### src/rtl/meta_info_streamer_pkg.sv
// -----------------------------------------------------------------------------
// meta_info_pkg
// Shared definitions for the meta-info streamer: FSM state encoding, project
// and string geometry, the two special characters, and the ROM address helper.
// -----------------------------------------------------------------------------
package meta_info_pkg;

    typedef enum logic [2:0] {
        IDLE     = 3'd0,
        WAIT_RDY = 3'd1,
        FETCH    = 3'd2,
        CHECK    = 3'd3,
        SEND     = 3'd4,
        EOL      = 3'd5,
        FIN      = 3'd6
    } state_e;

    localparam int NUM_PROJ  = 64;
    localparam int MAX_CHARS = 63;
    localparam int IDX_W     = 6;
    localparam int ADDR_W    = 2 * IDX_W;

    localparam logic [7:0] CHAR_NUL = 8'h00;
    localparam logic [7:0] CHAR_LF  = 8'h0A;

    // Highest index each counter may reach; neither counter ever wraps.
    localparam logic [IDX_W-1:0] LAST_PROJ = IDX_W'(NUM_PROJ - 1);
    localparam logic [IDX_W-1:0] LAST_CHR  = IDX_W'(MAX_CHARS - 1);

    // ROM address layout: project index in the upper half, character below.
    function automatic logic [ADDR_W-1:0] make_addr(input logic [IDX_W-1:0] proj,
                                                    input logic [IDX_W-1:0] chr);
        return {proj, chr};
    endfunction

endpackage

### src/rtl/meta_info_streamer_uart_tx.sv
// -----------------------------------------------------------------------------
// uart_tx
// 8N1 serialiser: start bit 0, eight data bits LSB first, stop bit 1, each
// bit CLKS_PER_BIT clocks long. tx idles high.
//
// Ports
//   clock : rising-edge clock
//   reset : asynchronous active-low reset (tx forced high, counters cleared)
//   data  : byte to send, captured when send is accepted
//   send  : request; accepted only while idle=1
//   tx    : serial output
//   idle  : ready to accept a new byte
//
// idle rises during the final clock of the stop bit, so a byte offered in
// that cycle starts its start bit immediately after the full stop bit and
// consecutive frames abut with no extra idle time.
// -----------------------------------------------------------------------------
module uart_tx #(
    parameter int CLKS_PER_BIT = 8
) (
    input  logic       clock,
    input  logic       reset,
    input  logic [7:0] data,
    input  logic       send,
    output logic       tx,
    output logic       idle
);

    localparam logic [7:0] CLK_LAST       = 8'(CLKS_PER_BIT - 1);
    localparam logic [7:0] CLK_STOP_EARLY = 8'(CLKS_PER_BIT - 2);
    localparam logic [3:0] BIT_LAST_DATA  = 4'd8;
    localparam logic [3:0] BIT_STOP       = 4'd9;

    logic [7:0] shift_q,   shift_d;
    logic [7:0] clk_cnt_q, clk_cnt_d;
    logic [3:0] bit_cnt_q, bit_cnt_d;   // 0 = start, 1..8 = data, 9 = stop
    logic       tx_q,      tx_d;
    logic       idle_q,    idle_d;

    // Next-state logic for the bit sequencer.
    always_comb begin
        shift_d   = shift_q;
        clk_cnt_d = clk_cnt_q;
        bit_cnt_d = bit_cnt_q;
        tx_d      = tx_q;
        idle_d    = idle_q;
        if (idle_q) begin
            if (send) begin
                shift_d   = data;
                clk_cnt_d = 8'd0;
                bit_cnt_d = 4'd0;
                tx_d      = 1'b0;
                idle_d    = 1'b0;
            end else begin
                tx_d = 1'b1;
            end
        end else if ((bit_cnt_q == BIT_STOP) && (clk_cnt_q == CLK_STOP_EARLY)) begin
            // Last stop-bit clock follows: report idle now so a waiting
            // byte can be accepted exactly as the stop bit ends.
            clk_cnt_d = 8'd0;
            bit_cnt_d = 4'd0;
            tx_d      = 1'b1;
            idle_d    = 1'b1;
        end else if (clk_cnt_q != CLK_LAST) begin
            clk_cnt_d = clk_cnt_q + 8'd1;
        end else begin
            clk_cnt_d = 8'd0;
            bit_cnt_d = bit_cnt_q + 4'd1;
            if (bit_cnt_q == BIT_LAST_DATA) begin
                tx_d = 1'b1;
            end else begin
                tx_d    = shift_q[0];
                shift_d = {1'b0, shift_q[7:1]};
            end
        end
    end

    // Sequencer state registers.
    always_ff @(posedge clock or negedge reset) begin
        if (!reset) begin
            shift_q   <= 8'd0;
            clk_cnt_q <= 8'd0;
            bit_cnt_q <= 4'd0;
            tx_q      <= 1'b1;
            idle_q    <= 1'b1;
        end else begin
            shift_q   <= shift_d;
            clk_cnt_q <= clk_cnt_d;
            bit_cnt_q <= bit_cnt_d;
            tx_q      <= tx_d;
            idle_q    <= idle_d;
        end
    end

    assign tx   = tx_q;
    assign idle = idle_q;

endmodule

### src/rtl/meta_info_streamer.sv
// -----------------------------------------------------------------------------
// meta_info_streamer
// On a start request, reads all 64 NUL-terminated project strings from the
// meta-info ROM and sends each one over a UART, followed by a newline.
//
// Ports
//   clock    : rising-edge clock
//   reset    : asynchronous active-low reset
//   start    : one-cycle request, honoured only while idle
//   ready    : ROM ready, sampled only before the first fetch
//   rom_addr : {proj_idx, chr_idx} to the ROM, registered
//   rom_data : ROM character, valid ROM_LATENCY cycles after rom_addr moves
//   tx       : UART 8N1 serial output, idle high
//   busy     : high from accepted start until done
//   done     : one-cycle pulse once the final newline has left the UART
//
// Strings longer than 63 characters are cut at index 62; index 63 is never
// addressed. The character byte is captured by the UART in the CHECK cycle,
// and the newline is launched in the same cycle the previous frame releases
// the UART, so frames inside one line abut except for the fetch gap.
// -----------------------------------------------------------------------------
module meta_info_streamer
    import meta_info_pkg::*;
#(
    parameter int CLKS_PER_BIT = 8,
    parameter int ROM_LATENCY  = 3
) (
    input  logic              clock,
    input  logic              reset,
    input  logic              start,
    input  logic              ready,
    output logic [ADDR_W-1:0] rom_addr,
    input  logic [7:0]        rom_data,
    output logic              tx,
    output logic              busy,
    output logic              done
);

    localparam logic [2:0] LAT_LAST = 3'(ROM_LATENCY - 1);

    state_e            state_q, state_d;
    logic [IDX_W-1:0]  proj_q,  proj_d;
    logic [IDX_W-1:0]  chr_q,   chr_d;
    logic [2:0]        lat_q,   lat_d;
    logic [ADDR_W-1:0] addr_q,  addr_d;
    logic              busy_q,  busy_d;
    logic              done_q,  done_d;

    logic [IDX_W-1:0]  proj_inc_s;
    logic [IDX_W-1:0]  chr_inc_s;
    logic              send_s;
    logic [7:0]        send_data_s;
    logic              uart_idle_s;
    logic              uart_tx_s;

    assign proj_inc_s = proj_q + 6'd1;
    assign chr_inc_s  = chr_q + 6'd1;

    // FSM next-state, counter and UART launch logic.
    always_comb begin
        state_d     = state_q;
        proj_d      = proj_q;
        chr_d       = chr_q;
        lat_d       = lat_q;
        addr_d      = addr_q;
        busy_d      = busy_q;
        done_d      = 1'b0;
        send_s      = 1'b0;
        send_data_s = CHAR_LF;
        case (state_q)
            IDLE: begin
                if (start) begin
                    proj_d  = 6'd0;
                    chr_d   = 6'd0;
                    lat_d   = 3'd0;
                    addr_d  = 12'd0;
                    busy_d  = 1'b1;
                    state_d = WAIT_RDY;
                end else begin
                    busy_d  = 1'b0;
                end
            end
            WAIT_RDY: begin
                if (ready) begin
                    addr_d  = make_addr(proj_q, chr_q);
                    lat_d   = 3'd0;
                    state_d = FETCH;
                end else begin
                    state_d = WAIT_RDY;
                end
            end
            FETCH: begin
                if (lat_q == LAT_LAST) begin
                    lat_d   = 3'd0;
                    state_d = CHECK;
                end else begin
                    lat_d   = lat_q + 3'd1;
                end
            end
            CHECK: begin
                // The UART is always idle here: every path into FETCH first
                // waits for the previous frame to finish.
                send_s = 1'b1;
                if (rom_data == CHAR_NUL) begin
                    send_data_s = CHAR_LF;
                    state_d     = EOL;
                end else begin
                    send_data_s = rom_data;
                    state_d     = SEND;
                end
            end
            SEND: begin
                if (uart_idle_s) begin
                    if (chr_q == LAST_CHR) begin
                        send_s      = 1'b1;
                        send_data_s = CHAR_LF;
                        state_d     = EOL;
                    end else begin
                        chr_d   = chr_inc_s;
                        addr_d  = make_addr(proj_q, chr_inc_s);
                        lat_d   = 3'd0;
                        state_d = FETCH;
                    end
                end else begin
                    state_d = SEND;
                end
            end
            EOL: begin
                if (uart_idle_s) begin
                    chr_d = 6'd0;
                    if (proj_q == LAST_PROJ) begin
                        done_d  = 1'b1;
                        busy_d  = 1'b0;
                        state_d = FIN;
                    end else begin
                        proj_d  = proj_inc_s;
                        addr_d  = make_addr(proj_inc_s, 6'd0);
                        lat_d   = 3'd0;
                        state_d = FETCH;
                    end
                end else begin
                    state_d = EOL;
                end
            end
            FIN: begin
                state_d = IDLE;
            end
            default: begin
                busy_d  = 1'b0;
                state_d = IDLE;
            end
        endcase
    end

    // FSM, index, latency and output registers.
    always_ff @(posedge clock or negedge reset) begin
        if (!reset) begin
            state_q <= IDLE;
            proj_q  <= 6'd0;
            chr_q   <= 6'd0;
            lat_q   <= 3'd0;
            addr_q  <= 12'd0;
            busy_q  <= 1'b0;
            done_q  <= 1'b0;
        end else begin
            state_q <= state_d;
            proj_q  <= proj_d;
            chr_q   <= chr_d;
            lat_q   <= lat_d;
            addr_q  <= addr_d;
            busy_q  <= busy_d;
            done_q  <= done_d;
        end
    end

    uart_tx #(
        .CLKS_PER_BIT(CLKS_PER_BIT)
    ) u_uart_tx (
        .clock (clock),
        .reset (reset),
        .data  (send_data_s),
        .send  (send_s),
        .tx    (uart_tx_s),
        .idle  (uart_idle_s)
    );

    assign rom_addr = addr_q;
    assign busy     = busy_q;
    assign done     = done_q;
    assign tx       = uart_tx_s;

endmodule

### config.mk
export PLATFORM = sky130hd
export DESIGN_NAME = meta_info_streamer
export DESIGN_NICKNAME = d
export VERILOG_FILES = /design/src/rtl/meta_info_streamer_pkg.sv /design/src/rtl/meta_info_streamer_uart_tx.sv /design/src/rtl/meta_info_streamer.sv
export SDC_FILE = /design/constraint.sdc
export NUM_CORES = 1
export LEC_CHECK = 0
export CORE_MARGIN = 2
export CORE_UTILIZATION = 55
export DETAILED_ROUTE_END_ITERATION = 7
export DONT_BUFFER_PORTS = 1
export PLACE_DENSITY = 0.72
export SYNTH_ARGS = -nofsm -noshare
export SYNTH_HDL_FRONTEND = slang
export SYNTH_SLANG_ARGS = --single-unit
### constraint.sdc
create_clock -name clock -period 2.65 [get_ports clock]
set_clock_uncertainty 0.15 [all_clocks]
set_input_delay 0.53 -clock clock [delete_from_list [all_inputs] [get_ports clock]]
set_output_delay 0.53 -clock clock [all_outputs]
set_load 0.02 [all_outputs]
Word level (Yosys, flattened, before mapping) --
Cells that the tools add are included.
Storage, ports and cells: latch bits 0, memories kept 0, word-level logic and storage cells 124, output and inout port bits 15, input bits 12, memory bits (read-only) 0, register bits after elaboration 54, memory bits (writable) 0
Operators by class: reduce and logical (&&, ||, !) cells 16, $mul 0, $lt $le $gt $ge 0, bitwise logic cells 1, shifts and indexed selects 0, muxes and demuxes 64, eq/ne operators 26, $add $sub $neg 5, divide/modulo/power cells 0
Operator list (count):
- $mux 8 | 11
- $mux 12 | 6
- $pmux 12 s4 | 1
- $mux 3 | 13
- $mux 6 | 6
- $pmux 3 s6 | 1
- $pmux 6 s3 | 1
- $mux 1 | 16
- $mux 4 | 4
- $pmux 3 s5 | 1
- $ne 2x2->1 const B | 7
- $reduce_and 7->1 | 2
- $add 6x1->6 const B | 2
- $eq 6x6->1 const B | 2
- $pmux 6 s2 | 1
- $ne 2x1->1 const B | 5
- $eq 3x2->1 const B | 3
- $eq 3x3->1 const B | 3
- $add 8x1->8 const B | 1
- $eq 4x4->1 const B | 2
- $eq 8x3->1 const B | 1
- $logic_not 8->1 | 1
- $ne 8x3->1 const B | 1
- $reduce_and 4->1 | 2
- other kinds (18) | 19

Longest topological paths before layout --
Gate-level depths: netlist (run 1).
depth in word-level cells 6, depth in mapped cells 7, gate-level depth less buffers 6

Cells and area by module --
From an unflattened synthesis (run 1), not the netlist that was laid out.
Second synthesis, totals: cells, all modules 360, area, all modules 3435.8 um2
By module, submodules not included:
- meta_info_streamer | instances 1, cells an instance 242, area each 2203.4 um2, seq. area each 800.8 um2
- uart_tx | instances 1, cells an instance 118, area each 1232.4 um2, seq. area each 553.0 um2

Least setup slack after synthesis (run 1) --
No wires, ideal clock.
path kind reg-to-reg, from register proj_q[0], to register addr_q[11], in the netlist rom_addr[11], setup slack 470 ps, clock period less this slack 2180 ps, path buffers 1, arrival time 1902 ps, cell stages (with the launch flop) 7, setup time 128 ps, data required time 2372 ps, cells stage by stage dfrtp_1 -> ha_1 -> and4_1 -> nand3_2 -> or3b_4 -> buf_6 -> mux2_1
Between the ends: cells in the longest elaborated chain, start to end 4, elaborated cells on any way between the ends 7, classes of those cells 1 x add/sub; 2 x eq/ne; 3 x mux; 1 x reduce/logical
RTL lines:
- from (decl) | RTL line meta_info_streamer.sv:42 | logic [IDX_W-1:0] proj_q, proj_d;
- from (signal assigned) | RTL line meta_info_streamer.sv:167 | proj_q <= proj_d;
- $add 6x1->6 | RTL line meta_info_streamer.sv:56 | assign proj_inc_s = proj_q + 6'd1;
- $mux 12 | RTL line meta_info_streamer.sv:131 | if (proj_q == LAST_PROJ) begin
- $mux 12 | RTL line meta_info_streamer.sv:129 | if (uart_idle_s) begin
- $pmux 12 s4 | RTL line meta_info_streamer.sv:70 | case (state_q)
- to (signal assigned) | RTL line meta_info_streamer.sv:170 | addr_q <= addr_d;
- to (decl) | RTL line meta_info_streamer.sv:45 | logic [ADDR_W-1:0] addr_q, addr_d;
Several ways; a longest one is shown, not always the timed one. The select of a mux whose other input is x is not followed. A chain may end at the register's enable or synchronous reset.

Final worst setup path (run 1) --
from register chr_q[0], to register u_uart_tx.shift_q[3]
Between the ends: cells in the longest elaborated chain, start to end 6
RTL lines:
- from (decl) | RTL line meta_info_streamer.sv:43 | logic [IDX_W-1:0] chr_q, chr_d;
- from (signal assigned) | RTL line meta_info_streamer.sv:168 | chr_q <= chr_d;
- $eq 6x6->1 | RTL line meta_info_streamer.sv:114 | if (chr_q == LAST_CHR) begin
- $mux 1 | RTL line meta_info_streamer.sv:114
- $mux 1 | RTL line meta_info_streamer.sv:113 | if (uart_idle_s) begin
- $pmux 1 s2 | RTL line meta_info_streamer.sv:70
- $ne 2x2->1 (no source line)
- $reduce_and 4->1 (no source line)
- to (signal assigned) | RTL line meta_info_streamer_uart_tx.sv:87 | shift_q <= shift_d;
- to (decl) | RTL line meta_info_streamer_uart_tx.sv:34 | logic [7:0] shift_q, shift_d;
No other way between the ends.

==> summary.md, run 1 <==
| Metric | Value |
|---|---|
| Pwr per Cell Area | between 300 and 400 mW/mm² |
| # H-tree levels | 2 |
| Placed insts | just over 400 |
| TritonRoute pass-1 iters | 5 |
| Clk buf depth | 2 |
| Global-route wire length before repair | 11200 µm |
| Cell family with most CP delay | compound AO/OA/AOI/OAI gates |
| Count leader, synth | dfrtp_1 |
| Syn Area/Cell | 9.61 µm² |
| Worst path cell trace | inv_1, ha_1, nand3_1, o311ai_4, o211a_1, mux2_4 |
| Final period util | 91.3% |
| Crit Path Class | reg -> reg |
| Cell taking the most area after synthesis | dfrtp_1 |
| Worst skew pair latency | roughly 320 ps |
| CP max-delay cell | o211a_1 |
| Top_reg_cell synth | dfrtp_1 |
| Worst r2r path cells | 6 |
| Setup crit end kind | flop |
| Initial core utilization | a little under three fifths |
| Post-DP HPWL | roughly 4800 µm |
| Unrepaired setup endpoints after global routing | no |
| Cells after Synth | ~350 |
| Sw Pwr | between 300 and 400 µW |
| Post-synthesis cell area | about 0.0033 mm² |
| Compound-gate portion of the synthesized area | roughly 22% |
| Levels on crit path | 6 |
| Hold Path Depth | 2 |
| Final wirelength | between 6000 and 7000 µm |
| Clock power share | a little over a third |
| Placer Congestion | about 0.86 |
| CP max stage delay | 480 ps |
| Util after Layout | between 50% and 60% |
| Reg power frac | a little over 60% |
| Reg clk slew, reported paths | 110 ps |
| Initial drt markers | roughly 160 |
| Commonest cells post-synth | dfrtp_1 (52), nand2_1 (28), o21ai_0 (24) |
| Std cell rows | 28 |
| Sw frac | between 20% and 30% |
| Die height | about 82 µm |
| Synthesized Nets | around 370 |
| Sequential element share of the synthesized area | just over 40% |
| Headroom to the max-slew limit | 53.4% |
| Finished Cell Area | roughly 0.0035 mm² |
| Worst Hold Class | in -> reg |
| Initial antenna violation count | 0 |
| Fin nets | around 370 |
| Worst-Margin Slew | about 700 ps |
| Simple-Gate Fraction of Synth Area | about a fifth |
| Fmax achieved | 413 MHz |
| Peak supply drop | roughly 0.0003 V |
| Synth top area share | between 30 and 40% |
| Clock sink count | 54 |
| CP Data Required Time | approximately 2700 ps |
| Worst setup margin | 232 ps |
| Distinct cells, synth | 66 |
| Final slew viol count | 0 |
| Buf+Inv Stages, Crit Path | 1 |
| Crit-path max FO | 8 |
| Antenna Diode Count | 0 |
| Min Tclk post-route | around 2400 ps |
| Dpl ws | 243 ps |
| Fraction of the mapped netlist area in adder cells | about 3% |
| Vias in the first global route | between 2000 and 2500 |
| Pint | around 1000 µW |
| I/O pin count | 27 |
| Setup Viol. Count Final | 0 |
| Final instance count without filler cells | 421 |
| Synth Register Bits | 54 |
| Number of max-cap violations | 0 |
| Layout cell share with drive strength beyond 1 | 16.2% |
| Syn. warnings | 0 |
| Total track usage | a little over a fifth |
| Final hold violation count | 0 |
| Die width | a little over 80 µm |
| Antenna violation net count after detailed routing | 0 |
| Ys async rst share | 100% |
| EDFF count, synth | 0 |
| Area growth, synth to finish | 5.53% |
| CTS root buf | clkbuf_8 |
| Full die area | 0.00668 mm² |
| Fin Setup TNS | 0 ps |
| Static Leak | roughly 0.0016 µW |
| Post-CTS Setup Inserts | 0 |
| DRC | 0 |
| Arrival time worst endpoint | 2480 ps |
| CP Launch Type | flop |
| Largest net degree at the start of global routing | between 50 and 60 |
| Xor and xnor area share after synthesis | less than 1% |
| Via count | 2614 |
| Combinational Power Share | 2.0% |
| Core area | between 0.005 and 0.006 mm² |
| GRT overflow | 0 |
| Total CTS buffers | 5 |
| PortBufs | 0 |
| Average wire per standard cell | 16.3 µm |
| Ranking of synthesized cells by area | dfrtp_1 (39%), mux2_2 (4.4%), o21ai_0 (3.6%) |
| Via/cell ratio | roughly 6.2 |
| Mux cell area share after synthesis | 9.26% |
| Area post-placement | approximately 0.0034 mm² |
| Status | finished, final reports clean |
| Main combinational cell family by area after synthesis | compound AO/OA/AOI/OAI gates |
| TritonCTS clock tree | done |
## area by class of cell
| type | instances | area (µm²) |
|---|---|---|
| multi-input cells | 251 | 1780 |
| clock inverters | 3 | 25.0 |
| fillers | 504 | 2380 |
| well taps | 75 | 93.8 |
| repair buffers | 10 | 97.6 |
| flip-flops and latches | 54 | 1350 |
| inverters | 23 | 86.3 |
| clock buffers | 5 | 68.8 |
## final timing paths
kind | start | to | slack [ps]
hold / removal | rom_data[7] | u_uart_tx.shift_q[7] | 180
hold reg to reg | u_uart_tx.shift_q[3] | u_uart_tx.shift_q[3] | 380
max in group asynchronous | reset | u_uart_tx.tx | 1470
setup reg to reg | chr_q[0] | u_uart_tx.shift_q[3] | 230
setup / recovery | chr_q[0] | u_uart_tx.shift_q[3] | 230
min in group asynchronous | reset | proj_q[5] | 570
## cells in the final DEF, fill, tap and decap left out, types with 3 or more instances in the layout
master	instances
a21boi_0	3
buf_4	8
or3_1	3
o211ai_1	13
a31oi_1	8
nand2_1	28
nor3b_1	3
nand3b_1	3
dfrtp_1	52
mux2_4	6
a21oi_1	13
nor3_1	3
inv_1	23
nor2_1	15
nand3_1	23
o21ai_0	24
or2_2	5
nand2b_1	3
and3_1	3
nor2b_1	6
clkbuf_8	5
mux2i_1	6
ha_1	8
a2bb2oi_1	3
o2bb2ai_1	7
mux2_2	13
or4_1	4
o22ai_1	3
## routing by layer
| metal | global-route usage [%] | vias to the layer above | share of wire (%) |
|---|---|---|---|
| met4 | 6.50 | 0 | 1.2 |
| met5 | 0 | - | 0 |
| met1 | 30.7 | 1267 | 47 |
| met2 | 34.0 | 62 | 47 |
| li1 | - | 1278 | - |
| met3 | 3.63 | 7 | 4.6 |
## power groups by stage
| stage | Sequential [µW] | Clock [µW] | Combinational (µW) |
|---|---|---|---|
| after floorplan | 840 | 0 | 3.88 |
| after global placement | 840 | 0 | 4.70 |
| after detailed placement | 840 | 0 | 4.73 |
| after CTS | 824 | 504 | 28.0 |
| after global routing | 824 | 528 | 30.9 |
| final | 824 | 483 | 26.2 |
## flip-flops by register name, summed over array words and instances, names as in the netlist
register,cells
chr_q,6
rom_addr,12
u_uart_tx.idle,1
u_uart_tx.bit_cnt_q,4
u_uart_tx.tx,1
proj_q,6
u_uart_tx.shift_q,8
done,1
lat_q,3
u_uart_tx.clk_cnt_q,8
state_q,3
busy,1
## repair_timing
action / CTS / global route
gates resized for setup: 0 / 0
hold buffers: 2 / 0
endpoints found under the hold margin: 54 / 0
setup endpoints to repair: 0 / 0
## cell families (layout without fill, tap and decap cells)
| kind of cell | Yosys count | count (layout) |
|---|---|---|
| multiplexers | 26 | 26 |
| buffers and inverters | 41 | 41 |
| XOR/XNOR | 1 | 1 |
| flip-flops | 54 | 54 |
| adder cells (fa/ha/maj) | 8 | 8 |
| AND/OR/NAND/NOR | 114 | 114 |
| AO/OA/AOI/OAI | 102 | 102 |
## metrics by stage
stage	hold slack, ps	total power [µW]
after floorplan	84.4	844
after global placement	85.6	845
after detailed placement	85.6	845
after CTS	171	1360
after global routing	195	1380
final	185	1330
No activity file was read; power rests on OpenSTA's default activity.
==> run 2, diff against run 1 <==
--- a/config.mk
+++ b/config.mk
@@ -10,6 +10,8 @@
 export DETAILED_ROUTE_END_ITERATION = 7
 export DONT_BUFFER_PORTS = 1
 export PLACE_DENSITY = 0.72
+export SKIP_LAST_GASP = 1
+export SLEW_MARGIN = 0
 export SYNTH_ARGS = -nofsm -noshare
 export SYNTH_HDL_FRONTEND = slang
 export SYNTH_SLANG_ARGS = --single-unit
==> results of run 2 <==
Same layout as run 1: the final DEF is identical, and so are final timing and power.
